**config.mk**
```make
export PLATFORM = sky130hd
export DESIGN_NAME = conv_seq
export DESIGN_NICKNAME = d
export VERILOG_FILES = /design/src/rtl/conv_pkg.sv /design/src/rtl/conv_seq_bank.sv /design/src/rtl/conv_seq.sv
export SDC_FILE = /design/constraint.sdc
export NUM_CORES = 1
export LEC_CHECK = 0
export CAP_MARGIN = 20
export CORE_AREA = 2 2 256 258
export CTS_BUF_LIST = sky130_fd_sc_hd__clkbuf_8
export CTS_CLUSTER_DIAMETER = 100
export DETAILED_ROUTE_END_ITERATION = 16
export DIE_AREA = 0 0 258 260
export GPL_ROUTABILITY_DRIVEN = 0
export PLACE_DENSITY = 0.67
export SYNTH_ARGS = -nofsm -noshare
export SYNTH_HDL_FRONTEND = slang
export SYNTH_SLANG_ARGS = --single-unit
```
**constraint.sdc**
```tcl
create_clock -name clk -period 29.7 [get_ports clk]
set_input_delay 5.94 -clock clk [delete_from_list [all_inputs] [get_ports clk]]
set_output_delay 5.94 -clock clk [all_outputs]
set_load 0.1 [all_outputs]
```
**src/rtl/conv_pkg.sv**
```systemverilog
// conv_pkg: shared FSM state encoding and frame/kernel size helpers used by
// the conv_seq layer sequencer and its weight/bias bank.
package conv_pkg;

    // Layer-run phases of the sequencer.
    typedef enum logic [2:0] {
        IDLE   = 3'd0,
        LOAD_W = 3'd1,
        LOAD_B = 3'd2,
        STREAM = 3'd3,
        DRAIN  = 3'd4
    } state_e;

    // Number of weight bytes in one layer configuration.
    function automatic int calc_nw(input int filter_size, input int channel_len);
        return filter_size * filter_size * channel_len;
    endfunction

    // Number of bias bytes in one layer configuration.
    function automatic int calc_nb(input int channel_len);
        return channel_len;
    endfunction

    // Number of input pixels in one frame.
    function automatic int calc_np(input int width, input int height);
        return width * height;
    endfunction

    // Number of valid-convolution results produced per frame.
    function automatic int calc_no(input int width, input int height, input int filter_size);
        return (width - filter_size + 1) * (height - filter_size + 1);
    endfunction

    // Counter width able to hold 0..n inclusive.
    function automatic int cnt_bits(input int n);
        return $clog2(n) + 1;
    endfunction

endpackage

```
**src/rtl/conv_seq_bank.sv**
```systemverilog
// conv_seq_bank: byte-indexed weight and bias register banks. The sequencer
// supplies a byte index and a write strobe per bank; banks hold their
// contents until overwritten and clear on reset.
module conv_seq_bank
    import conv_pkg::*;
#(
    parameter int FILTER_SIZE = 5,
    parameter int DATA_BITS   = 8,
    parameter int CHANNEL_LEN = 3,
    parameter int IDX_W       = cnt_bits(calc_nw(FILTER_SIZE, CHANNEL_LEN))
) (
    input  logic                                                   clk,
    input  logic                                                   rst,
    input  logic                                                   w_we_i,
    input  logic                                                   b_we_i,
    input  logic [IDX_W-1:0]                                       idx_i,
    input  logic [DATA_BITS-1:0]                                   data_i,
    output logic [calc_nw(FILTER_SIZE, CHANNEL_LEN)*DATA_BITS-1:0] weight_o,
    output logic [calc_nb(CHANNEL_LEN)*DATA_BITS-1:0]              bias_o
);

    localparam int NW = calc_nw(FILTER_SIZE, CHANNEL_LEN);
    localparam int NB = calc_nb(CHANNEL_LEN);

    logic [NW*DATA_BITS-1:0] weight_q;
    logic [NB*DATA_BITS-1:0] bias_q;

    // Weight bank: the byte lane selected by idx_i captures data_i on a write.
    always_ff @(posedge clk or posedge rst) begin
        if (rst) begin
            weight_q <= '0;
        end else if (w_we_i) begin
            for (int k = 0; k < NW; k++) begin
                if (idx_i == IDX_W'(k)) begin
                    weight_q[k*DATA_BITS +: DATA_BITS] <= data_i;
                end
            end
        end
    end

    // Bias bank: same indexed byte write, one lane per output channel.
    always_ff @(posedge clk or posedge rst) begin
        if (rst) begin
            bias_q <= '0;
        end else if (b_we_i) begin
            for (int k = 0; k < NB; k++) begin
                if (idx_i == IDX_W'(k)) begin
                    bias_q[k*DATA_BITS +: DATA_BITS] <= data_i;
                end
            end
        end
    end

    assign weight_o = weight_q;
    assign bias_o   = bias_q;

endmodule

```
**src/rtl/conv_seq.sv**
```systemverilog
// conv_seq: layer-run sequencer for a streaming convolution datapath.
// A start in IDLE loads weights then biases over the cfg byte channel,
// forwards one frame of pixels to the datapath with zero latency, then waits
// for all results before pulsing done.
// Optional macro CONV_SEQ_TIMEOUT_EN adds a drain watchdog: if no result
// arrives for TIMEOUT cycles while draining, the run is abandoned and the
// sticky err flag is raised. Without the macro err is tied low.
module conv_seq
    import conv_pkg::*;
#(
    parameter int WIDTH       = 28,
    parameter int HEIGHT      = 28,
    parameter int FILTER_SIZE = 5,
    parameter int DATA_BITS   = 8,
    parameter int CHANNEL_LEN = 3,
    parameter int TIMEOUT     = 1024
) (
    input  logic                                                 clk,
    input  logic                                                 rst,
    input  logic                                                 start,
    input  logic                                                 cfg_val,
    input  logic [DATA_BITS-1:0]                                 cfg_data,
    output logic                                                 cfg_rdy,
    input  logic                                                 pix_val,
    input  logic [DATA_BITS-1:0]                                 pix_data,
    output logic                                                 pix_rdy,
    output logic                                                 conv_in_val,
    output logic [DATA_BITS-1:0]                                 conv_data_in,
    output logic [FILTER_SIZE*FILTER_SIZE*DATA_BITS*CHANNEL_LEN-1:0] conv_weight,
    output logic [CHANNEL_LEN*DATA_BITS-1:0]                     conv_bias,
    input  logic                                                 conv_out_val,
    output logic                                                 busy,
    output logic                                                 done,
    output logic                                                 err
);

    localparam int NW = calc_nw(FILTER_SIZE, CHANNEL_LEN);
    localparam int NB = calc_nb(CHANNEL_LEN);
    localparam int NP = calc_np(WIDTH, HEIGHT);
    localparam int NO = calc_no(WIDTH, HEIGHT, FILTER_SIZE);
    localparam int CW = cnt_bits(NW);
    localparam int PW = cnt_bits(NP);
    localparam int OW = cnt_bits(NO);

    state_e        state_q, state_d;
    logic [CW-1:0] cfg_cnt_q, cfg_cnt_d;
    logic [PW-1:0] pix_cnt_q, pix_cnt_d;
    logic [OW-1:0] out_cnt_q, out_cnt_d;
    logic          busy_q;

    logic cfg_fire;
    logic pix_fire;
    logic out_hit;
    logic out_full;

`ifdef CONV_SEQ_TIMEOUT_EN
    localparam int TW = cnt_bits(TIMEOUT);
    logic [TW-1:0] wd_q, wd_d;
    logic          err_q, err_d;
    logic          wd_expire;
`else
    logic unused_timeout;
    assign unused_timeout = (TIMEOUT == 0);
`endif

    assign cfg_rdy      = (state_q == LOAD_W) || (state_q == LOAD_B);
    assign pix_rdy      = (state_q == STREAM) && (pix_cnt_q < PW'(NP));
    assign cfg_fire     = cfg_val && cfg_rdy;
    assign pix_fire     = pix_val && pix_rdy;
    assign conv_in_val  = pix_fire;
    assign conv_data_in = pix_data;

    // Results count only while a frame is in flight and never past NO.
    assign out_full = (out_cnt_q == OW'(NO));
    assign out_hit  = conv_out_val && !out_full &&
                      ((state_q == STREAM) || (state_q == DRAIN));

    // done is a decode of registered state: one cycle, the cycle after the last result.
    assign done = (state_q == DRAIN) && out_full;
    assign busy = busy_q;

`ifdef CONV_SEQ_TIMEOUT_EN
    assign wd_expire = (state_q == DRAIN) && !out_full && !conv_out_val &&
                       (wd_q == TW'(TIMEOUT - 1));
    assign err = err_q;
`else
    assign err = 1'b0;
`endif

    // Next-state and counter update for the run phases.
    always_comb begin
        state_d   = state_q;
        cfg_cnt_d = cfg_cnt_q;
        pix_cnt_d = pix_cnt_q;
        out_cnt_d = out_cnt_q;
`ifdef CONV_SEQ_TIMEOUT_EN
        err_d     = err_q;
`endif
        case (state_q)
            IDLE: begin
                if (start) begin
                    state_d   = LOAD_W;
                    cfg_cnt_d = '0;
                    pix_cnt_d = '0;
                    out_cnt_d = '0;
`ifdef CONV_SEQ_TIMEOUT_EN
                    err_d     = 1'b0;
`endif
                end
            end
            LOAD_W: begin
                if (cfg_fire) begin
                    if (cfg_cnt_q == CW'(NW - 1)) begin
                        state_d   = LOAD_B;
                        cfg_cnt_d = '0;
                    end else begin
                        cfg_cnt_d = cfg_cnt_q + CW'(1);
                    end
                end
            end
            LOAD_B: begin
                if (cfg_fire) begin
                    if (cfg_cnt_q == CW'(NB - 1)) begin
                        state_d   = STREAM;
                        cfg_cnt_d = '0;
                    end else begin
                        cfg_cnt_d = cfg_cnt_q + CW'(1);
                    end
                end
            end
            STREAM: begin
                if (pix_fire) begin
                    pix_cnt_d = pix_cnt_q + PW'(1);
                    if (pix_cnt_q == PW'(NP - 1)) begin
                        state_d = DRAIN;
                    end
                end
            end
            DRAIN: begin
                if (out_full) begin
                    state_d = IDLE;
                end
`ifdef CONV_SEQ_TIMEOUT_EN
                else if (wd_expire) begin
                    state_d = IDLE;
                    err_d   = 1'b1;
                end
`endif
            end
            default: begin
                state_d = IDLE;
            end
        endcase
        if (out_hit) begin
            out_cnt_d = out_cnt_q + OW'(1);
        end
    end

`ifdef CONV_SEQ_TIMEOUT_EN
    // Watchdog restarts on DRAIN entry and on every result strobe while draining.
    always_comb begin
        wd_d = wd_q;
        if ((state_q == STREAM) && (state_d == DRAIN)) begin
            wd_d = '0;
        end else if (state_q == DRAIN) begin
            if (conv_out_val) begin
                wd_d = '0;
            end else if (!wd_expire) begin
                wd_d = wd_q + TW'(1);
            end
        end
    end

    // Watchdog and sticky error registers.
    always_ff @(posedge clk or posedge rst) begin
        if (rst) begin
            wd_q  <= '0;
            err_q <= 1'b0;
        end else begin
            wd_q  <= wd_d;
            err_q <= err_d;
        end
    end
`endif

    // FSM, counters and busy flag; busy tracks the registered state.
    always_ff @(posedge clk or posedge rst) begin
        if (rst) begin
            state_q   <= IDLE;
            cfg_cnt_q <= '0;
            pix_cnt_q <= '0;
            out_cnt_q <= '0;
            busy_q    <= 1'b0;
        end else begin
            state_q   <= state_d;
            cfg_cnt_q <= cfg_cnt_d;
            pix_cnt_q <= pix_cnt_d;
            out_cnt_q <= out_cnt_d;
            busy_q    <= (state_d != IDLE);
        end
    end

    conv_seq_bank #(
        .FILTER_SIZE (FILTER_SIZE),
        .DATA_BITS   (DATA_BITS),
        .CHANNEL_LEN (CHANNEL_LEN),
        .IDX_W       (CW)
    ) u_bank (
        .clk      (clk),
        .rst      (rst),
        .w_we_i   ((state_q == LOAD_W) && cfg_fire),
        .b_we_i   ((state_q == LOAD_B) && cfg_fire),
        .idx_i    (cfg_cnt_q),
        .data_i   (cfg_data),
        .weight_o (conv_weight),
        .bias_o   (conv_bias)
    );

endmodule

```
==> results.md <==
- The flow ran to the end, and the final reports show no timing, DRC or antenna violations.
- The number of nets produced by synthesis is 1,701.
- Global routing finished with a remaining overflow of 0.
- The number of hold violations in the final report came to 0.
- For this block, the initial DRC count from the detailed router was 859.
- The final hold slack is 0.482 ns.
- Of the available clock period, the critical path in the final layout requires 0.481.
- Compared with the post-synthesis result, the final layout area differs by 37.5%.
- The half-perimeter wire length after detailed placement is 54,500 um.
- Traced cell by cell, the critical path runs through clkdlybuf4s50_1 -> nand2b_1 -> a311o_1 -> inv_1 -> clkdlybuf4s50_1.
- The number of DRC violations after detailed routing is 0.
- The kind of critical path is input pin to output port.
- The total length of routed wires is 82,400 um.
- For the pin with the worst max-slew slack, the measured transition is 1.10 ns.
- The count of state elements after synthesis is 658.
- Counting instances in the post-synthesis netlist gives the leading cell types as dfrtp_1 (658), mux2_2 (593), clkbuf_1 (90), nand2_1 (88), mux2_1 (33).
- Setup repair after global routing left no endpoint under its margin.
- The total of max-cap violations is 0.
- The worst-case clock skew is 0.0168 ns.
- The count of flip-flops with a built-in enable after synthesis is 0.
- The layout has 5,268 filler cells.
- The share of total power dissipated in combinational logic is 0.271.
- On the worst path, the slowest cell contributes a delay of 1.17 ns.
- Of the cells placed in the final design, the portion with a size suffix greater than 1 is 0.331.
- The sort of element at the start of the critical path is an input pin.
- The count of nets left with antenna violations after detail routing is 0.
- At the later pin of the worst-skew pair, clock insertion delay measures 0.71 ns.
- The final number of setup-violating endpoints is 0.
- The count of standard-cell rows is 93.
- The timing-limited maximum frequency is 70.0 MHz.
- The largest net degree at the start of global routing is 146.
- The width of the chip is 258 um.
- STA classifies the critical path endpoint as an output port.
- The number of buffers added on ports is 642.
- The fraction of synthesis flops using an asynchronous set or reset pin is 1.00.
- Post-CTS repair changed the size of 0 cells.
- The core area is 64,100 um^2.
- The die covers 67,100 um^2.
- The final layout contains 2,370 nets.
- The clock root buffer master is clkbuf_8.
- Once placement completed, the tool counted placed cells totaling 3,084.
- The clock-pin slew on the worst setup and hold paths is 0.06 ns.
- The die height is 260 um.
- The total power of the final layout is 2510 uW.
- The via count is 16.9k.
- The detailed-route wire length per cell is 25.1 um.
- Across every metal layer, demand over resource in global routing totals 0.244.
- The synthesized netlist cell count is 1,672.
- The number of antenna violations at the first check in global routing is 2.
- Setup total negative slack on the finished layout was measured at 0 ns.
- The cell at the slowest stage of the critical path is clkdlybuf4s50_1.
- The most numerous cell in the Yosys netlist is dfrtp_1.
- The clock network fraction of design power is 0.332.
- TritonCTS built the clock tree.
- The share of synthesized area occupied by flip-flops and latches is 0.643.
- The count of non-filler cells in the finished layout is 3,286.
- The total number of yosys warnings is 0.
- Measured against its own limit, the worst slew margin works out to 0.264.
- The synthesized cell area is 25,600 um^2.
- The clock passes through at most 3 buffers.
- The average size of a mapped cell is 15.3 um^2.
- The total iterations of the first detailed-routing run is 7.
- The count of final max-slew check failures is 0.
- The total CTS buffers is 108.
- Yosys attributes the largest share of cell area to dfrtp_1 (64%), mux2_2 (26%), mux2_1 (1.5%).
- For this design, the sink count on the clock tree is 658.
- After layout, the minimum clock period comes to 14.29 ns.
- In this run the static leakage power is 0.0172 uW.
- The cell area power density is 71.4 nW/um^2.
- The worst path arrival time is 8.35 ns.
- The number of hold buffers added after cts is 0.
- The required time of the critical path is 23.76 ns.
- The post-CTS setup-driven buffer insertion count is 0.
- The fraction of power spent switching nets is 0.375.
- The maximum fanout count along the critical path is 16.
- The switching component of the power is 942 uW.
- The maximum VDD drop is 0.0442 mV.
- For this run, the share of the core covered by cells in the final layout is 0.549.
- The first global-routing pass estimated 121,000 um of wire.
- The internal portion of the total power is 1570 uW.
- By instance count, the cell type seen most on the critical path is clkdlybuf4s50_1.
- The initial utilization of the core area, before any placement, comes to 0.399.
- Dividing the detail-routed via count by the number of cells gives 5.13.
- The worst hold path belongs to the class flip-flop to flip-flop.
- The predominant post-synthesis flop cell is dfrtp_1.
- In this run the count of I/O pins placed on the die edge is 660.
- The cell accounting for the most synthesized area is dfrtp_1.
- The number of distinct library cell variants in the gate-level netlist after synthesis is 55.
- The share of synthesized area in the top cell type comes to 0.643.
- The via count of the first global-routing pass was 18.1k.
- The clock tree synthesis step divided the H-tree into 3 levels.
- The sequential share of power is 0.397.
-- per-layer routing --
metal	share of wire	wire length (um)	global-route usage
met5	0.00016	13	0
met4	0.041	3340	0.111
met3	0.066	5410	0.0669
met2	0.50	41500	0.417
met1	0.39	32200	0.287
-- cell families after synthesis --
kind of cell,Yosys count,share of synthesized area
DFF,658,0.643
muxes,635,0.279
and+or+nand+nor,198,0.0413
buffers and inverters,118,0.0191
AOI/OAI and AO/OA,53,0.0137
adders and majority gates,7,0.00342
xor gates and xnor gates,2,0.000684
other,1,0.000146
-- flip-flops by register name, summed over array words and instances, names as in the netlist --
name	flops
busy	1
u_bank.weight_o	600
u_bank.bias_o	24
pix_cnt_q	11
out_cnt_q	11
state_q	3
cfg_cnt_q	8
-- final cells by class --
class / instances / area (um^2) / share of cell area
Clock inverter: 51 / 323 / 0.00917
Multi-Input combinational cell: 896 / 8670 / 0.246
Sequential cell: 658 / 16500 / 0.468
Timing Repair Buffer: 666 / 6600 / 0.187
Tap cell: 855 / 1070 / 0.0304
Inverter: 11 / 48.8 / 0.00139
Antenna cell: 1 / 2.50 / 0.0000711
Clock buffer: 148 / 2040 / 0.0578
-- cells in the final DEF, fill, tap and decap left out, types with 3 or more instances in the layout --
master	count
clkdlybuf4s50_1	634
clkbuf_8	148
buf_4	27
nor4b_1	4
nor2b_1	4
buf_2	4
mux2i_1	9
and2_1	10
dfrtp_1	658
clkinv_2	3
mux2_1	33
nor3_1	3
o2111ai_1	3
a21oi_1	8
bufinv_16	3
mux2_2	593
o31ai_1	4
and3_1	10
nand4_1	6
nand3_1	17
nand2_1	88
inv_1	49
o211ai_1	12
or4_1	5
nor2_1	9
nand2b_1	5
nand2_2	8
nand4b_1	4
ha_1	7
o21ai_0	16
inv_8	3
-- power groups by stage --
stage	sequential, uW	clock, uW	combinational (uW)
finish	999	833	681
global route	1010	898	700
CTS	998	857	686
detailed placement	1010	0	684
global placement	1010	0	678
floorplan	1380	0	134
-- worst paths after layout --
path / startpoint / to / slack (ns) / cells past startpoint
worst min-delay path: out_cnt_q[10]$_DFFE_PP0P_ / out_cnt_q[10]$_DFFE_PP0P_ / 0.48 / 1
worst min register to register: out_cnt_q[10]$_DFFE_PP0P_ / out_cnt_q[10]$_DFFE_PP0P_ / 0.48 / 1
worst max-delay path: pix_val / conv_in_val / 15.41 / 5
max in group asynchronous: rst / u_bank.weight_o[250]$_DFFE_PP0P_ / 20.22 / 7
worst max register to register: state_q[2]$_DFF_PP0_ / u_bank.weight_o[9]$_DFFE_PP0P_ / 26.81 / 4
min in group asynchronous: rst / u_bank.weight_o[336]$_DFFE_PP0P_ / 5.79 / 2
-- critical path: cells and delay by family --
family	cells	cell delay (ns)
buffers and inverters	3	1.81
and+or+nand+nor	1	0.08
AOI/OAI and AO/OA	1	0.50
-- through the flow --
step	worst slack [ns]	area, um^2
floorplan	5.32	25600
global placement	15.44	32800
finish	15.41	35200
global route	15.28	35200
detailed placement	15.43	32800
CTS	15.42	35200
Power figures use the tool's default switching activity.
